### config.mk
export PLATFORM = sky130hd
export DESIGN_NAME = off_chip_link_rx
export DESIGN_NICKNAME = d
export VERILOG_FILES = /design/src/rtl/off_chip_link_rx.sv
export SDC_FILE = /design/constraint.sdc
export NUM_CORES = 1
export LEC_CHECK = 0
export CAP_MARGIN = 20
export CORE_ASPECT_RATIO = 1.2
export CORE_UTILIZATION = 52
export CTS_BUF_LIST = sky130_fd_sc_hd__clkbuf_4
export DETAILED_ROUTE_END_ITERATION = 8
export GPL_ROUTABILITY_DRIVEN = 0
export GPL_TIMING_DRIVEN = 1
export PLACE_DENSITY_LB_ADDON = 0.1
export SKIP_LAST_GASP = 1
export SYNTH_ARGS = -nofsm -noshare
export SYNTH_HDL_FRONTEND = slang
export SYNTH_SLANG_ARGS = --single-unit
### constraint.sdc
create_clock -name clk -period 2.05 [get_ports clk]
set_clock_uncertainty 0.05 [all_clocks]
set_input_delay 0.3075 -clock clk [delete_from_list [all_inputs] [get_ports clk]]
set_output_delay 0.3075 -clock clk [all_outputs]
set_load 0.05 [all_outputs]
### src/rtl/off_chip_link_rx.sv
// Off-chip nibble link receiver: buffers 4-bit link words, pairs them
// back into bytes on a valid/ready output and returns credits upstream.
module off_chip_link_rx #(
    parameter int DEPTH       = 8,
    parameter int CREDIT_GRAN = 4
) (
    input  logic                     clk,
    input  logic                     rst,
    input  logic [3:0]               link_data,
    input  logic                     link_valid,
    output logic                     credit_return,
    output logic [7:0]               data_out,
    output logic                     valid_out,
    input  logic                     ready,
    output logic [$clog2(DEPTH):0]   occupancy,
    output logic                     overflow
);

    localparam int AW = $clog2(DEPTH);
    localparam int CW = $clog2(CREDIT_GRAN);

    localparam logic [AW:0]   OCC_FULL = (AW+1)'(DEPTH);
    localparam logic [AW:0]   OCC_TWO  = (AW+1)'(2);
    localparam logic [AW:0]   OCC_ZERO = '0;
    localparam logic [AW-1:0] PTR_ONE  = AW'(1);
    localparam logic [AW-1:0] PTR_TWO  = AW'(2);
    localparam logic [CW-1:0] FREE_TWO = CW'(2);

    logic [3:0]    mem_q [DEPTH];
    logic [AW-1:0] wptr_q, wptr_d;
    logic [AW-1:0] rptr_q, rptr_d;
    logic [AW:0]   occ_q, occ_d;
    logic [CW-1:0] freed_q, freed_d;
    logic          credit_q, credit_d;
    logic [7:0]    dout_q, dout_d;
    logic          vld_q, vld_d;
    logic          ovf_q, ovf_d;

    logic          full;
    logic          wr_en;
    logic          pop;
    logic [3:0]    w0;
    logic [3:0]    w1;

    assign full  = (occ_q == OCC_FULL);
    assign wr_en = link_valid && !full;
    assign pop   = (occ_q >= OCC_TWO) && (!vld_q || ready);

    // rptr is always even, so the partner word sits at rptr|1 without wrapping
    assign w0 = mem_q[rptr_q];
    assign w1 = mem_q[rptr_q | PTR_ONE];

    // Next-state logic for pointers, occupancy, credits and output register
    always_comb begin
        wptr_d   = wptr_q;
        rptr_d   = rptr_q;
        occ_d    = occ_q;
        freed_d  = freed_q;
        credit_d = 1'b0;
        dout_d   = dout_q;
        vld_d    = vld_q;
        ovf_d    = ovf_q;

        if (wr_en) begin
            wptr_d = wptr_q + PTR_ONE;
        end
        if (link_valid && full) begin
            ovf_d = 1'b1;
        end

        occ_d = occ_q + (wr_en ? (AW+1)'(1) : OCC_ZERO)
                      - (pop ? OCC_TWO : OCC_ZERO);

        if (pop) begin
            rptr_d   = rptr_q + PTR_TWO;
            freed_d  = freed_q + FREE_TWO;
            credit_d = (freed_d == '0);
            dout_d   = {w1[3:2], w0[3:2], w1[1:0], w0[1:0]};
            vld_d    = 1'b1;
        end else if (vld_q && ready) begin
            vld_d = 1'b0;
        end
    end

    // Link word storage; contents need no reset
    always_ff @(posedge clk) begin
        if (wr_en) begin
            mem_q[wptr_q] <= link_data;
        end
    end

    // Control and output state, cleared asynchronously (drops any half byte)
    always_ff @(posedge clk or posedge rst) begin
        if (rst) begin
            wptr_q   <= '0;
            rptr_q   <= '0;
            occ_q    <= '0;
            freed_q  <= '0;
            credit_q <= 1'b0;
            dout_q   <= '0;
            vld_q    <= 1'b0;
            ovf_q    <= 1'b0;
        end else begin
            wptr_q   <= wptr_d;
            rptr_q   <= rptr_d;
            occ_q    <= occ_d;
            freed_q  <= freed_d;
            credit_q <= credit_d;
            dout_q   <= dout_d;
            vld_q    <= vld_d;
            ovf_q    <= ovf_d;
        end
    end

    assign credit_return = credit_q;
    assign data_out      = dout_q;
    assign valid_out     = vld_q;
    assign occupancy     = occ_q;
    assign overflow      = ovf_q;

endmodule
After elaboration in Yosys (flattened, before gate mapping)
Memory sizes are Yosys's and may differ from the RTL's. A register that Yosys moved wholly into a read port is not among the register bits.
Cells that the tools add are included.
{"block": "word_totals", "wordCells": 31, "in_bits": 8, "n_memories": 1, "ff_bits": 15, "ramBits": 32}
{"name": "mem_q", "depth": 8, "word_bits": 4, "rd": 2, "rd_ports_with_merged_regs": 2, "write_ports": 1, "line_no": "29", "rtl": "logic [3:0] mem_q [DEPTH];"}
{"block": "classes", "eq_ne": 1, "n_mux": 7, "n_lt_le_gt_ge": 1, "addsub": 5, "n_reduce_logical": 9}
{"operator": "1-bit 2-to-1 mux", "count": 6}
{"operator": "4-bit by 1-bit adder with 4-bit output", "count": 1}
{"operator": "4-bit == test, second input constant", "count": 1}
{"operator": "4-bit by 2-bit >= comparator with 1-bit output, second input constant", "count": 1}
{"operator": "1-bit logical AND", "count": 4}
{"operator": "4-bit by 2-bit subtractor with 4-bit output", "count": 1}
{"operator": "3-bit by 1-bit adder with 3-bit output, second input constant", "count": 1}
{"operator": "3-bit by 2-bit adder with 3-bit output, second input constant", "count": 1}
{"operator": "2-bit adder, second input constant", "count": 1}
{"operator": "1-bit logical NOT", "count": 2}
{"operator": "2-bit logical NOT", "count": 1}
{"operator": "2-bit 2-to-1 mux", "count": 1}
{"operator": "2-bit nonzero test", "count": 1}
{"operator": "1-bit logical OR", "count": 1}

Logic depth before layout (Yosys ltp)
{"block": "logic_depth", "ltp_word": 6, "ltp_mapped": 11, "depth_no_buf": 10}

Least setup slack after synthesis
Ideal clock, no wire load.
{"block": "synth_path", "path_kind": "register to register", "from": "reg occ_q[2], in the netlist occupancy[2]", "to": "reg occ_q[3], in the netlist occupancy[3]", "required_time_ns": 1.877, "arrival_ns": 2.198, "stages_incl_launch_ff": 12, "setup_slack_ns": -0.321, "period_less_slack_ns": 2.371, "n_path_buf": 1, "cell_sequence": "dfrtp_1 -> inv_1 -> ha_1 -> nand2b_1 -> and2_1 -> buf_4 -> inv_1 -> ha_1 -> ha_1 -> o21ai_0 -> nand2b_1 -> xnor2_1"}
{"block": "synth_via", "elab_chain_len": 6, "word_cells_on_any_way": 9}
{"element": "start, declared", "line_no": "32", "rtl": "logic [AW:0] occ_q, occ_d;"}
{"element": "start signal, assigned", "line_no": "97", "rtl": "occ_q <= '0;"}
{"element": "start signal, assigned", "line_no": "106", "rtl": "occ_q <= occ_d;"}
{"element": "4-bit == test", "line_no": "45", "rtl": "assign full = (occ_q == OCC_FULL);"}
{"element": "1-bit logical NOT", "line_no": "46", "rtl": "assign wr_en = link_valid && !full;"}
{"element": "1-bit logical AND", "line_no": "46"}
{"element": "1-bit 2-to-1 mux", "line_no": "71", "rtl": "occ_d = occ_q + (wr_en ? (AW+1)'(1) : OCC_ZERO)"}
{"element": "4-bit by 1-bit adder with 4-bit output", "line_no": "71"}
{"element": "4-bit by 2-bit subtractor with 4-bit output *", "line_no": "72", "rtl": "- (pop ? OCC_TWO : OCC_ZERO);"}
{"element": "via occ_d[3]", "line_no": "32"}
The timed path passes the listed nets; every way through them passes the cells marked *.
A chain may end at the register's enable or synchronous reset.

Worst setup path in the final report
{"block": "layout_path", "from": "reg occ_q[2], in the netlist occupancy[2]", "to": "mem mem_q[0][0] (enable)"}
{"block": "layout_via", "elab_chain_len": 5}
{"element": "4-bit == test", "line_no": "45"}
{"element": "1-bit logical NOT", "line_no": "46"}
{"element": "1-bit logical AND", "line_no": "46"}
{"element": "1-bit 2-to-1 mux", "line_no": "87", "rtl": "if (wr_en) begin"}
{"element": "1-bit 2-to-1 mux (implied by the code)", "line_no": "88", "rtl": "mem_q[wptr_q] <= link_data;"}
{"element": "end, declared", "line_no": "29"}
No other way between the ends.

==> out/results.txt <==
Status -> finished, violations left
Violated checks -> design-rule violations
Critical path class -> register to register
Worst flop-to-flop path endpoint -> mem_q[0][0]$_DFFE_PP_
Routed wire per std cell -> 15.11 um
Setup slack after layout -> 0.07718 ns
DRC -> 2
Sequential area share after synthesis -> 0.6956
Crit-path max cell delay -> 0.52 ns
Clock Latency Late Sink -> 0.35 ns
Htree depth -> 2
CP delay by family, top -> simple AND/OR/NAND/NOR gates
Hold Fails Final Rpt -> 0
Synth area leader -> edfxtp_1
R2r setup slk -> 0.08 ns
Slew Limit Fails -> 0
Post-Syn Area -> 2137 um2
Synth Area in Adders -> 0.04098
Worst EP required -> 2.00 ns
Final Setup Violations -> 0
Peak VDD IR -> 0.9219 mV
CORE AREA -> 3941 um2
Setup TNS -> 0 ns
Min-delay worst type -> primary input to async pin
Hold_buf cts -> 0
Worst path bufs/invs -> 1
Xor and xnor area share after synthesis -> 0.02869
Worst Path Arrival -> 1.93 ns
# placed instances -> 201
Clk root buf -> clkbuf_4
Global-route wire length before repair -> 5.168 mm
CTS tree -> built
Die footprint -> 4371 um2
Mux cell area share after synthesis -> 0.1458
Detailed Place HPWL -> 2.387 mm
Grt total ovfl -> 0
CTS Sinks -> 53
Initial Util -> 0.5422
Post-synthesis simple-gate area fraction -> 0.05679
Vias -> 1063
Power Total -> 0.004131 W
Leak Pwr -> 0.9845 nW
Pre-antenna DRT Iters -> 6
Final Critical Period -> 1.973 ns
CTS Buffer Depth -> 2
Width of the die -> 60.52 um
Row cnt -> 25
Capturing element type of the critical path -> register
Number of CTS-inserted buffers -> 5
Area Overhead vs Synth -> 20.61%
Most frequent cells in the layout -> edfxtp_1 (32), clkdlybuf4s50_1 (22), dfrtp_1 (18)
Post-Syn Instances -> 121
Worst-path cell chain -> inv_2, ha_1, or3b_4, nand3b_1, nor3_1
Nets@finish -> 169
Most common cell after layout, fill and taps aside -> edfxtp_1
Layout fillers -> 315
Pwr dens -> 1603 nW/um2
Postcts setup bufs -> 0
Antenna violations before repair -> 0
Largest net degree at the start of global routing -> 22
Vias in the first global route -> 1134
Number of synthesized register bits -> 53
Slew at the pin with the worst max-slew slack -> 0.6496 ns
Pre-CTS setup slack -> 0.02356 ns
Post-Syn Nets -> 136
Slowest-stage cell, CP -> nor3_1
I/O Buffers -> 22
Compound-Gate Fraction of Synth Area -> 0.005855
Worst r2r path cells -> 5
Routed vias/inst -> 5.086
Largest family of logic cells by synthesized area -> multiplexers
# IOs -> 23
Register clock-pin slew on the reported worst setup and hold paths -> 0.14 ns
Finished Layout Cells -> 209
FMAX -> 506.9 MHz
Relative slew slack -> 0.5636
Final Cycle Share -> 0.9624
Ys Warns -> 0
Post-synth top area share -> 0.4496
Initial DRC Count -> 29
Area contributors post-synth -> edfxtp_1 (45%), dfrtp_1 (25%), mux4_2 (8.4%)
Max Cap Violations -> 0
RR Startpoint -> occupancy[2]$_DFF_PP0_
Antenna Nets Post-Route -> 0
Total GRT Usage -> 0.1706
Mean Syn Cell Area -> 17.66 um2
Netlist cell types -> 23
Worst setup SP type -> register
CP max FO -> 5
Ant. Diodes -> 0
Vert. Die Dim -> 72.23 um
Layout cells sized above 1 -> 0.2774
Final wirelength -> 3.157 mm
[synth_stat cells]
cell type,number
nand2_1,2
nand3b_1,1
dfrtp_1,21
mux2_4,8
xnor2_1,5
clkbuf_1,1
nor2_1,6
ha_1,7
buf_4,1
nand2b_1,6
edfxtp_1,32
and2_1,1
and3_1,1
xor2_1,2
or3b_1,1
o21bai_1,1
mux4_2,8
inv_1,9
mux2_1,1
o21ai_0,1
nand3_1,3
nor3_1,2
buf_6,1
[layout make-up]
class | instances | area, um2 | share of cell area
Sequential cell | 53 | 1490 | 0.5782
Timing Repair Buffer | 29 | 272.8 | 0.1058
Multi-Input combinational cell | 56 | 634.4 | 0.2461
Tap cell | 54 | 67.56 | 0.02621
Clock buffer | 5 | 37.54 | 0.01456
Inverter | 9 | 33.78 | 0.01311
Clock inverter | 3 | 41.29 | 0.01602
[worst register-to-register path, cell delays in order (launching register included)]
cell	delay, ns
dfrtp_2	0.39
inv_2	0.06
ha_1	0.20
or3b_4	0.27
nand3b_1	0.13
nor3_1	0.52
[how the worst max path moves through the flow]
stage                                start                endpoint  slack [ns]  cells after the start
global placement    occupancy[2]$_DFF_PP0_  occupancy[3]$_DFF_PP0_        0.07                      9
detailed placement  occupancy[2]$_DFF_PP0_  occupancy[3]$_DFF_PP0_        0.02                      9
floorplan           occupancy[2]$_DFF_PP0_  occupancy[3]$_DFF_PP0_       0.006                     11
finish              occupancy[2]$_DFF_PP0_   mem_q[0][0]$_DFFE_PP_        0.08                      5
global route        occupancy[2]$_DFF_PP0_   mem_q[3][0]$_DFFE_PP_      -0.004                      6
CTS                 occupancy[2]$_DFF_PP0_  occupancy[2]$_DFF_PP0_        0.03                      9
[timing repair]
action                                  CTS  global route
endpoints found under the setup margin    2            10
resized for setup                         1             3
cloned                                    0             0
[where the power goes]
group / leakage (nW) / internal [W] / switching [W]
sequential: 0.529 / 0.00146 / 0.000204
clock: 0.0389 / 0.000253 / 0.000298
combinational: 0.417 / 0.000890 / 0.00103
[flip-flops by register name, summed over array words and instances (netlist names)]
| signal | cells |
|---|---|
| credit_return | 1 |
| valid_out | 1 |
| data_out | 8 |
| wptr_q | 3 |
| occupancy | 4 |
| overflow | 1 |
| rptr_q | 2 |
| mem_q | 32 |
| freed_q | 1 |
[stage by stage]
stage                 util  cell area [um2]  hold WS [ns]
floorplan                -             2173        0.2338
global placement    0.6302             2484        0.3996
detailed placement  0.6302             2484        0.4111
CTS                 0.6508             2565        0.2148
global route        0.6540             2577        0.2376
finish              0.6540             2577        0.2122
[routing by layer]
metal,routed length [um],global-route usage,share of wire,vias to the layer above
li1,-,-,-,500
met1,1271,0.1905,0.40,531
met2,1724,0.2991,0.55,28
met3,108,0.03743,0.034,4
met4,53,0.08586,0.017,0
met5,0,0,0,-
[logic make-up (layout without fill, tap and decap cells)]
family | count (synthesis) | count (layout)
adders and majority gates | 7 | 7
and+or+nand+nor | 23 | 23
AOI/OAI and AO/OA | 2 | 2
xor gates and xnor gates | 7 | 7
DFF | 53 | 53
buffers and inverters | 12 | 46
muxes | 17 | 17
Power figures use the tool's default switching activity.
